File: config.mk
export PLATFORM = sky130hd
export DESIGN_NAME = agc_pack
export DESIGN_NICKNAME = d
export VERILOG_FILES = /design/src/rtl/agc_pack.sv
export SDC_FILE = /design/constraint.sdc
export NUM_CORES = 2
export LEC_CHECK = 0
export CORE_AREA = 2 2 652 654
export CTS_CLUSTER_DIAMETER = 80
export CTS_CLUSTER_SIZE = 10
export DETAILED_ROUTE_END_ITERATION = 6
export DIE_AREA = 0 0 654 656
export GPL_TIMING_DRIVEN = 0
export PLACE_DENSITY = 0.3
export REMOVE_ABC_BUFFERS = 1
export SYNTH_ARGS = -nofsm -noshare
export SYNTH_HDL_FRONTEND = slang
export SYNTH_SLANG_ARGS = --single-unit
File: constraint.sdc
create_clock -name i_clk -period 4.5 [get_ports i_clk]
set_input_delay 0.9 -clock i_clk [delete_from_list [all_inputs] [get_ports i_clk]]
set_output_delay 0.9 -clock i_clk [all_outputs]
set_load 0.01 [all_outputs]
File: src/rtl/agc_pack.sv
// AGC re-pack: rebuilds absolute per-channel AGC words from base + shift and
// re-attaches them, symbol-framed, to the 8-lane IQ stream with 2-cycle latency.
module agc_pack #(
  parameter int unsigned LANES      = 8,
  parameter int unsigned SYMB_BEATS = 32
) (
  input  logic                  i_clk,
  input  logic                  i_reset_n,
  input  logic [7:0]            i_fft_agc_base,
  input  logic [LANES*32-1:0]   i_fft_agc_shift,
  input  logic                  i_agc_vld,
  input  logic [LANES*64-1:0]   i_rx_data,
  input  logic [LANES*7-1:0]    i_rx_addr,
  input  logic [LANES-1:0]      i_rx_last,
  input  logic                  i_rx_vld,
  output logic [LANES*64-1:0]   o_cpri_data,
  output logic [LANES*7-1:0]    o_cpri_addr,
  output logic [LANES-1:0]      o_cpri_last,
  output logic [LANES-1:0]      o_rvalid,
  output logic [LANES*32-1:0]   o_fft_agc,
  output logic [LANES-1:0]      o_symb_eop,
  output logic [3:0]            o_status
);

  localparam logic [7:0] BEATS8 = 8'(SYMB_BEATS);
  localparam logic [6:0] BEATS7 = 7'(SYMB_BEATS);

  typedef enum logic [1:0] {IDLE, ARMED, STREAM} state_e;

  state_e                state_q, state_d;
  logic                  shadow_full_q, shadow_full_d;
  logic [LANES*32-1:0]   shadow_q, active_q, agc_new;
  logic [6:0]            cnt_q, cnt_d;
  logic [7:0]            cnt_inc;
  logic [3:0]            status_q;
  logic [8:0]            sum;
  logic                  sat_any, promote, first, miss, overrun, len_err;

  logic [LANES*64-1:0]   s1_data_q, out_data_q;
  logic [LANES*7-1:0]    s1_addr_q, out_addr_q;
  logic [LANES-1:0]      s1_last_q, out_last_q, out_vld_q, out_eop_q;
  logic                  s1_vld_q, s1_first_q;
  logic [LANES*32-1:0]   agc_out_q;

  always_comb begin
    agc_new = '0;
    sat_any = 1'b0;
    sum     = '0;
    for (int unsigned k = 0; k < LANES*4; k++) begin
      sum = {1'b0, i_fft_agc_base} + {1'b0, i_fft_agc_shift[k*8 +: 8]};
      agc_new[k*8 +: 8] = sum[8] ? 8'hFF : sum[7:0];
      sat_any = sat_any | sum[8];
    end
  end

  // A strobe coinciding with the promoting beat refills the freed shadow,
  // so it is not an overrun.
  always_comb begin
    promote       = i_rx_vld && (state_q == ARMED);
    first         = i_rx_vld && (state_q != STREAM);
    miss          = i_rx_vld && (state_q == IDLE);
    overrun       = i_agc_vld && shadow_full_q && !promote;
    shadow_full_d = i_agc_vld || (shadow_full_q && !promote);

    state_d = state_q;
    if (i_rx_vld) begin
      if (i_rx_last[0]) state_d = shadow_full_d ? ARMED : IDLE;
      else              state_d = STREAM;
    end else if (state_q == IDLE && i_agc_vld) begin
      state_d = ARMED;
    end

    cnt_inc = {1'b0, cnt_q} + 8'd1;
    cnt_d   = cnt_q;
    len_err = 1'b0;
    if (i_rx_vld) begin
      if (i_rx_last[0]) begin
        cnt_d   = '0;
        len_err = (cnt_inc != BEATS8);
      end else if (cnt_inc >= BEATS8) begin
        cnt_d   = BEATS7;
        len_err = 1'b1;
      end else begin
        cnt_d = cnt_inc[6:0];
      end
    end
  end

  always_ff @(posedge i_clk) begin
    if (!i_reset_n) begin
      state_q       <= IDLE;
      shadow_full_q <= 1'b0;
      shadow_q      <= '0;
      active_q      <= '1;
      cnt_q         <= '0;
      status_q      <= '0;
      s1_data_q     <= '0;
      s1_addr_q     <= '0;
      s1_last_q     <= '0;
      s1_vld_q      <= 1'b0;
      s1_first_q    <= 1'b0;
      out_data_q    <= '0;
      out_addr_q    <= '0;
      out_last_q    <= '0;
      out_vld_q     <= '0;
      out_eop_q     <= '0;
      agc_out_q     <= '1;
    end else begin
      state_q       <= state_d;
      shadow_full_q <= shadow_full_d;
      if (i_agc_vld) shadow_q <= agc_new;
      if (promote)   active_q <= shadow_q;
      cnt_q         <= cnt_d;
      status_q      <= status_q | {len_err, overrun, miss, i_agc_vld & sat_any};
      s1_data_q     <= i_rx_data;
      s1_addr_q     <= i_rx_addr;
      s1_last_q     <= i_rx_last;
      s1_vld_q      <= i_rx_vld;
      s1_first_q    <= first;
      out_data_q    <= s1_data_q;
      out_addr_q    <= s1_addr_q;
      out_last_q    <= s1_last_q;
      out_vld_q     <= {LANES{s1_vld_q}};
      out_eop_q     <= {LANES{s1_vld_q & s1_last_q[0]}};
      if (s1_vld_q && s1_first_q) agc_out_q <= active_q;
    end
  end

  assign o_cpri_data = out_data_q;
  assign o_cpri_addr = out_addr_q;
  assign o_cpri_last = out_last_q;
  assign o_rvalid    = out_vld_q;
  assign o_symb_eop  = out_eop_q;
  assign o_fft_agc   = agc_out_q;
  assign o_status    = status_q;

endmodule

# Word level (Yosys, flattened, before mapping)
# Cells that the tools add are included.
[classes]
n_lt_le_gt_ge = 1
muxes = 41
n_eq_ne = 3
bitwise_logic = 34
addsub = 33
reduce_logical = 12
[ops]
columns = ["op", "count"]
rows = [
  ["adder 8 x 8 -> 9 bit", 32],
  ["two-way mux 8 bit", 32],
  ["OR 1 bit", 31],
  ["two-way mux 7 bit", 2],
  ["adder 7 x 1 -> 8 bit (second input constant)", 1],
  ["greater-or-equal comparator 8 x 6 -> 1 bit (second input constant)", 1],
  ["logical AND 1 bit", 8],
  ["!= test 8 x 6 -> 1 bit (second input constant)", 1],
  ["two-way mux 2 bit", 3],
  ["two-way mux 1 bit", 4],
  ["OR 4 bit", 1],
  ["bitwise AND 1 bit", 2],
  ["equality test 2 x 1 -> 1 bit (second input constant)", 1],
  ["logical NOT 2 bit", 1],
  ["!= test 2 bit (second input constant)", 1],
  ["nonzero test 2 bit", 1],
  ["logical NOT 1 bit", 1],
  ["logical OR 1 bit", 1],
]
[word_totals]
register_bits = 1938
inputBits = 844
wordCells = 141

# Logic depth before layout (Yosys ltp)
[depth]
word_depth = 34
depth_mapped = 10
depth_no_buf = 10

# Worst setup path after synthesis
# Ideal clock, no wire load.
[synth_timing]
path_type = "input to register"
start = "in i_fft_agc_base[1]"
end = "reg status_q[0], in the netlist o_status[0]"
n_path_buf = 0
cell_stages = 9
arrival_time_ns = 3.754
setup_time_ns = 0.127
slack_ns = 0.619
path_cell_list = "inv_1 -> fa_1 -> nor2b_1 -> o21a_1 -> a31o_2 -> o41ai_2 -> nand4_1 -> nor4_1 -> a31oi_1"
[synth_via]
elab_chain_cells = 34
elab_cells_between_ends = 65
classes_between = "add/sub (32); bitwise (33)"
[synth_rtl]
columns = ["item", "line_no", "rtl"]
rows = [
  ["from (decl)", "9", "input logic [7:0] i_fft_agc_base,"],
  ["adder 8 x 8 -> 9 bit", "50", "sum = {1'b0, i_fft_agc_base} + {1'b0, i_fft_agc_shift[k*8 +: 8]};"],
  ["OR 1 bit (30 in series)", "52", "sat_any = sat_any | sum[8];"],
  ["OR 1 bit (*)", "52", ""],
  ["bitwise AND 1 bit (*)", "114", "status_q <= status_q | {len_err, overrun, miss, i_agc_vld & sat_any};"],
  ["OR 4 bit (*)", "114", ""],
  ["to (signal assigned)", "114", ""],
  ["to (decl)", "35", "logic [3:0] status_q;"],
]
# Mark *: on every way between the ends. The rest lies on a longest branch, timed or not.
# A chain may end at the register's enable or synchronous reset.

# Worst setup path in the final report
# Ends and elaborated chain as after synthesis.

==> metrics.log <==
[metrics] Worst Clk Skew: 0.0401 ns
[metrics] sequential cell area in the final layout: 0.0388 mm^2
[metrics] WP data required: 5.28 ns
[metrics] Setup CP Type: primary input to flip-flop
[metrics] Reg-to-Reg Start: state_q[0]
[metrics] category of the worst setup path capture point: flip-flop
[metrics] aggregate global-route resource usage: 15.4%
[metrics] die footprint: 0.429 mm^2
[metrics] number of antenna violations at the first check in global routing: 220
[metrics] vias in the first global route: 54205
[metrics] setup slack on the worst flop-to-flop path: 1.62 ns
[metrics] top fanout value on the critical path: 25
[metrics] DP Wirelength: 262000 um
[metrics] measured slew at the worst slew-check pin: 1.29 ns
[metrics] count of pins over their slew limit: 0
[metrics] cell chosen for the clock root: sky130_fd_sc_hd__clkbuf_16
[metrics] Worst Setup SP: i_fft_agc_base[1]
[metrics] Via Count: 53645
[metrics] count of standard-cell rows: 239
[metrics] routability-driven placement congestion ratio: 0.798
[metrics] PD cells: 419 mW/mm^2
[metrics] Port Buf Inserts: 1695
[metrics] normalized max-slew margin: 13.2%
[metrics] Syn Std Cell Area: 0.0670 mm^2
[metrics] Remaining Overflow, GRT: 0
[metrics] area share of the largest cell type after synthesis: 57.9%
[metrics] ys flop type: sky130_fd_sc_hd__dfxtp_1
[metrics] M3 GR Usage: 6.13%
[metrics] multi-input gate area in the final layout: 0.0263 mm^2
[metrics] period utilisation layout: 92.8%
[metrics] clk buf depth: 4
[metrics] HP Class: flip-flop to flip-flop
[metrics] number of filler instances in the final layout: 45829
[metrics] via density per instance: 3.77
[metrics] starting utilization of the core area: 15.9%
[metrics] Area contributors post-synth: sky130_fd_sc_hd__dfxtp_1, sky130_fd_sc_hd__and2_1, sky130_fd_sc_hd__nand2_1
[metrics] Worst-Skew Late Latency: 0.94 ns
[metrics] Final #Nets: 9595
[metrics] IR drop worst, VDD: 0.325 mV
[metrics] Global Route met1 Usage: 15.5%
[metrics] arrival time reported for the critical path endpoint: 4.96 ns
[metrics] floorplan die height: 656 um
[metrics] mean post-synth cell area: 9.76 um^2
[metrics] fraction of layout cells with a size suffix above 1: 4.66%
[metrics] warnings from Yosys: 0
[metrics] CTS tree: built
[metrics] Setup violations, final: 0
[metrics] global-route wire length before repair: 462000 um
[metrics] Leak: 39.3 nW
[metrics] total count of hold-check failures in the final report: 0
[metrics] reported max-cap violation count: 0
[metrics] GR met2 Demand/Resource: 29.3%
[metrics] 1st-pass router iterations: 5
[metrics] Yosys top cell by area: sky130_fd_sc_hd__dfxtp_1
[metrics] RSZ-0062 raised after global routing: false
[metrics] wirelength, routed: 343000 um
[metrics] async set or reset register ratio after synthesis: 0%
[metrics] result of the run: complete, no violations
[metrics] number of placed instances with taps included: 13892
[metrics] largest net degree at the start of global routing: 230
[metrics] detail-routed net length per standard cell: 24.1 um
[metrics] commonest cells after routing, fill and taps aside: sky130_fd_sc_hd__dfxtp_1, sky130_fd_sc_hd__clkdlybuf4s50_1, sky130_fd_sc_hd__and2_1
[metrics] antenna viol nets, final: 0
[metrics] maximum clock frequency: 239 MHz
[metrics] drt drc: 0
[metrics] most used routing layer: met2
[metrics] die boundary width: 654 um
[metrics] Core Footprint: 0.422 mm^2
[metrics] Layout area overhead: 45.8%
[metrics] length in cells of the worst reg-to-reg path: 12
[metrics] DRC marker count from the first detailed-route iteration: 2657
[metrics] final critical-path required period: 4.18 ns
[metrics] Seq/Total Area, Yosys: 57.9%
[metrics] ports placed on the boundary: 1696
[metrics] number of H-tree branching levels: 4
[metrics] final non-filler cell total: 14231
[metrics] most common library cell in the layout ignoring fill and taps: sky130_fd_sc_hd__dfxtp_1
[metrics] Netlist cell types: 60
[metrics] total negative slack for setup checks: 0 ns
[metrics] Tot Pwr: 41.0 mW
[metrics] Worst-path clk slew: 0.06 ns
[metrics] end point of the critical path: o_status[0]
[metrics] number of flip-flops and latches in the synthesized netlist: 1938
[metrics] startpoint types: primary input
[metrics] clock sink count: 1938
[metrics] FF-to-FF End: active_q[78]
[metrics] number of instances in the synthesized netlist: 6862
[metrics] worst hold margin: 0.408 ns
[metrics] instance area after placement: 0.0910 mm^2
[metrics] Post-Layout Inst Area: 0.0977 mm^2
[metrics] number of synthesized flops with an enable pin: 0
[metrics] number of buffers created by CTS: 231
[cell usage after synthesis (7+ instances only)]
cell type	number
sky130_fd_sc_hd__inv_1	115
sky130_fd_sc_hd__nor2b_1	45
sky130_fd_sc_hd__and2_1	1154
sky130_fd_sc_hd__clkbuf_1	362
sky130_fd_sc_hd__nand3_1	530
sky130_fd_sc_hd__nand2_1	1039
sky130_fd_sc_hd__xor2_1	105
sky130_fd_sc_hd__o21bai_1	22
sky130_fd_sc_hd__o41a_1	25
sky130_fd_sc_hd__a31oi_1	191
sky130_fd_sc_hd__xnor2_1	83
sky130_fd_sc_hd__a311oi_1	28
sky130_fd_sc_hd__nor3_1	81
sky130_fd_sc_hd__fa_1	32
sky130_fd_sc_hd__nor2_1	238
sky130_fd_sc_hd__ha_1	257
sky130_fd_sc_hd__a21o_1	36
sky130_fd_sc_hd__dfxtp_1	1938
sky130_fd_sc_hd__buf_1	21
sky130_fd_sc_hd__o41ai_2	9
sky130_fd_sc_hd__o2111ai_1	9
sky130_fd_sc_hd__buf_4	14
sky130_fd_sc_hd__a211oi_1	7
sky130_fd_sc_hd__a2111oi_0	17
sky130_fd_sc_hd__o21ai_0	275
sky130_fd_sc_hd__a21oi_1	123
sky130_fd_sc_hd__nand2b_1	25
sky130_fd_sc_hd__o21a_1	17
[cells by family (layout without fill, tap and decap cells)]
group	count (synthesis)	after routing	synth area share, %
AO/OA/AOI/OAI	788	788	7.42
adder cells (fa/ha/maj)	289	289	5.76
buffers and inverters	515	2169	2.97
other	0	52	0
XOR/XNOR	188	188	2.46
multiplexers	2	2	0.0299
AND/OR/NAND/NOR	3142	3142	23.5
flip-flops	1938	1938	57.9
[layer usage]
metal  vias to the layer above  share of wire [%]
met5                         -               0.29
met3                       594                8.9
met2                      1495                 53
met4                       154                2.6
li1                      25760                  -
met1                     25642                 36
[stage by stage]
step | setup slack [ns] | utilization, %
after CTS | 0.0285 | 23.1
final | 0.324 | 23.1
after global routing | 0.00347 | 23.1
after detailed placement | -1.38 | 21.5
after global placement | -77.68 | 21.2
after floorplan | -9.60 | -
[layout make-up]
| class | instances | share of cell area (%) |
|---|---|---|
| clock buffer | 249 | 6.14 |
| tap | 5663 | 7.25 |
| multi-input combinational | 4409 | 26.9 |
| sequential | 1938 | 39.7 |
| clock inverter | 38 | 0.599 |
| inverter | 117 | 0.455 |
| timing repair buffer | 1765 | 18.8 |
| antenna | 52 | 0.133 |
[power breakdown]
group          leakage (nW)  internal, mW  switching [mW]
sequential             16.0          18.1           0.348
clock                  3.22          9.82            7.78
combinational          20.1          2.35            2.56
[critical path, stage by stage]
cell                        delay (ns)
sky130_fd_sc_hd__buf_4            0.28
sky130_fd_sc_hd__buf_16           0.29
sky130_fd_sc_hd__inv_4            0.46
sky130_fd_sc_hd__buf_16           0.33
sky130_fd_sc_hd__fa_1             0.28
sky130_fd_sc_hd__nor2b_1          0.07
sky130_fd_sc_hd__o2111ai_1        0.20
sky130_fd_sc_hd__nand3_1          0.15
sky130_fd_sc_hd__o41ai_2          0.96
sky130_fd_sc_hd__nand4_1          0.22
sky130_fd_sc_hd__nor4_2           0.52
sky130_fd_sc_hd__a31oi_1          0.15
[worst min path at each step]
| stage | start | endpoint | slack [ns] | depth (start not counted) |
|---|---|---|---|---|
| 2_1_floorplan | s1_addr_q[0] | o_cpri_addr[0] | 0.41 | 1 |
| 4_1_cts | i_rx_data[122] | s1_data_q[122] | 0.41 | 2 |
| 5_1_grt | s1_data_q[67] | o_cpri_data[67] | 0.42 | 1 |
| 6_report | s1_data_q[67] | o_cpri_data[67] | 0.41 | 1 |
| 3_3_place_gp | s1_data_q[264] | o_cpri_data[264] | 0.41 | 1 |
| 3_5_place_dp | s1_data_q[118] | o_cpri_data[118] | 0.42 | 1 |
[what timing repair did]
item | CTS | global route
pin swaps | 0 | 0
setup endpoints to repair | 1 | 1
hold buffers | 0 | 0
resized for setup | 3 | 1
buffers inserted | 0 | 0
hold endpoints to repair | 0 | 0
[sequential cells by signal (all words and copies together) (netlist names)]
name           count
s1_last_q          8
state_q            2
o_cpri_data      512
o_fft_agc        256
o_cpri_last        8
o_cpri_addr       56
s1_data_q        512
shadow_q         256
shadow_full_q      1
s1_first_q         1
o_rvalid           1
s1_vld_q           1
o_status           4
s1_addr_q         56
active_q         256
o_symb_eop         1
cnt_q              7
Power figures use the tool's default switching activity.
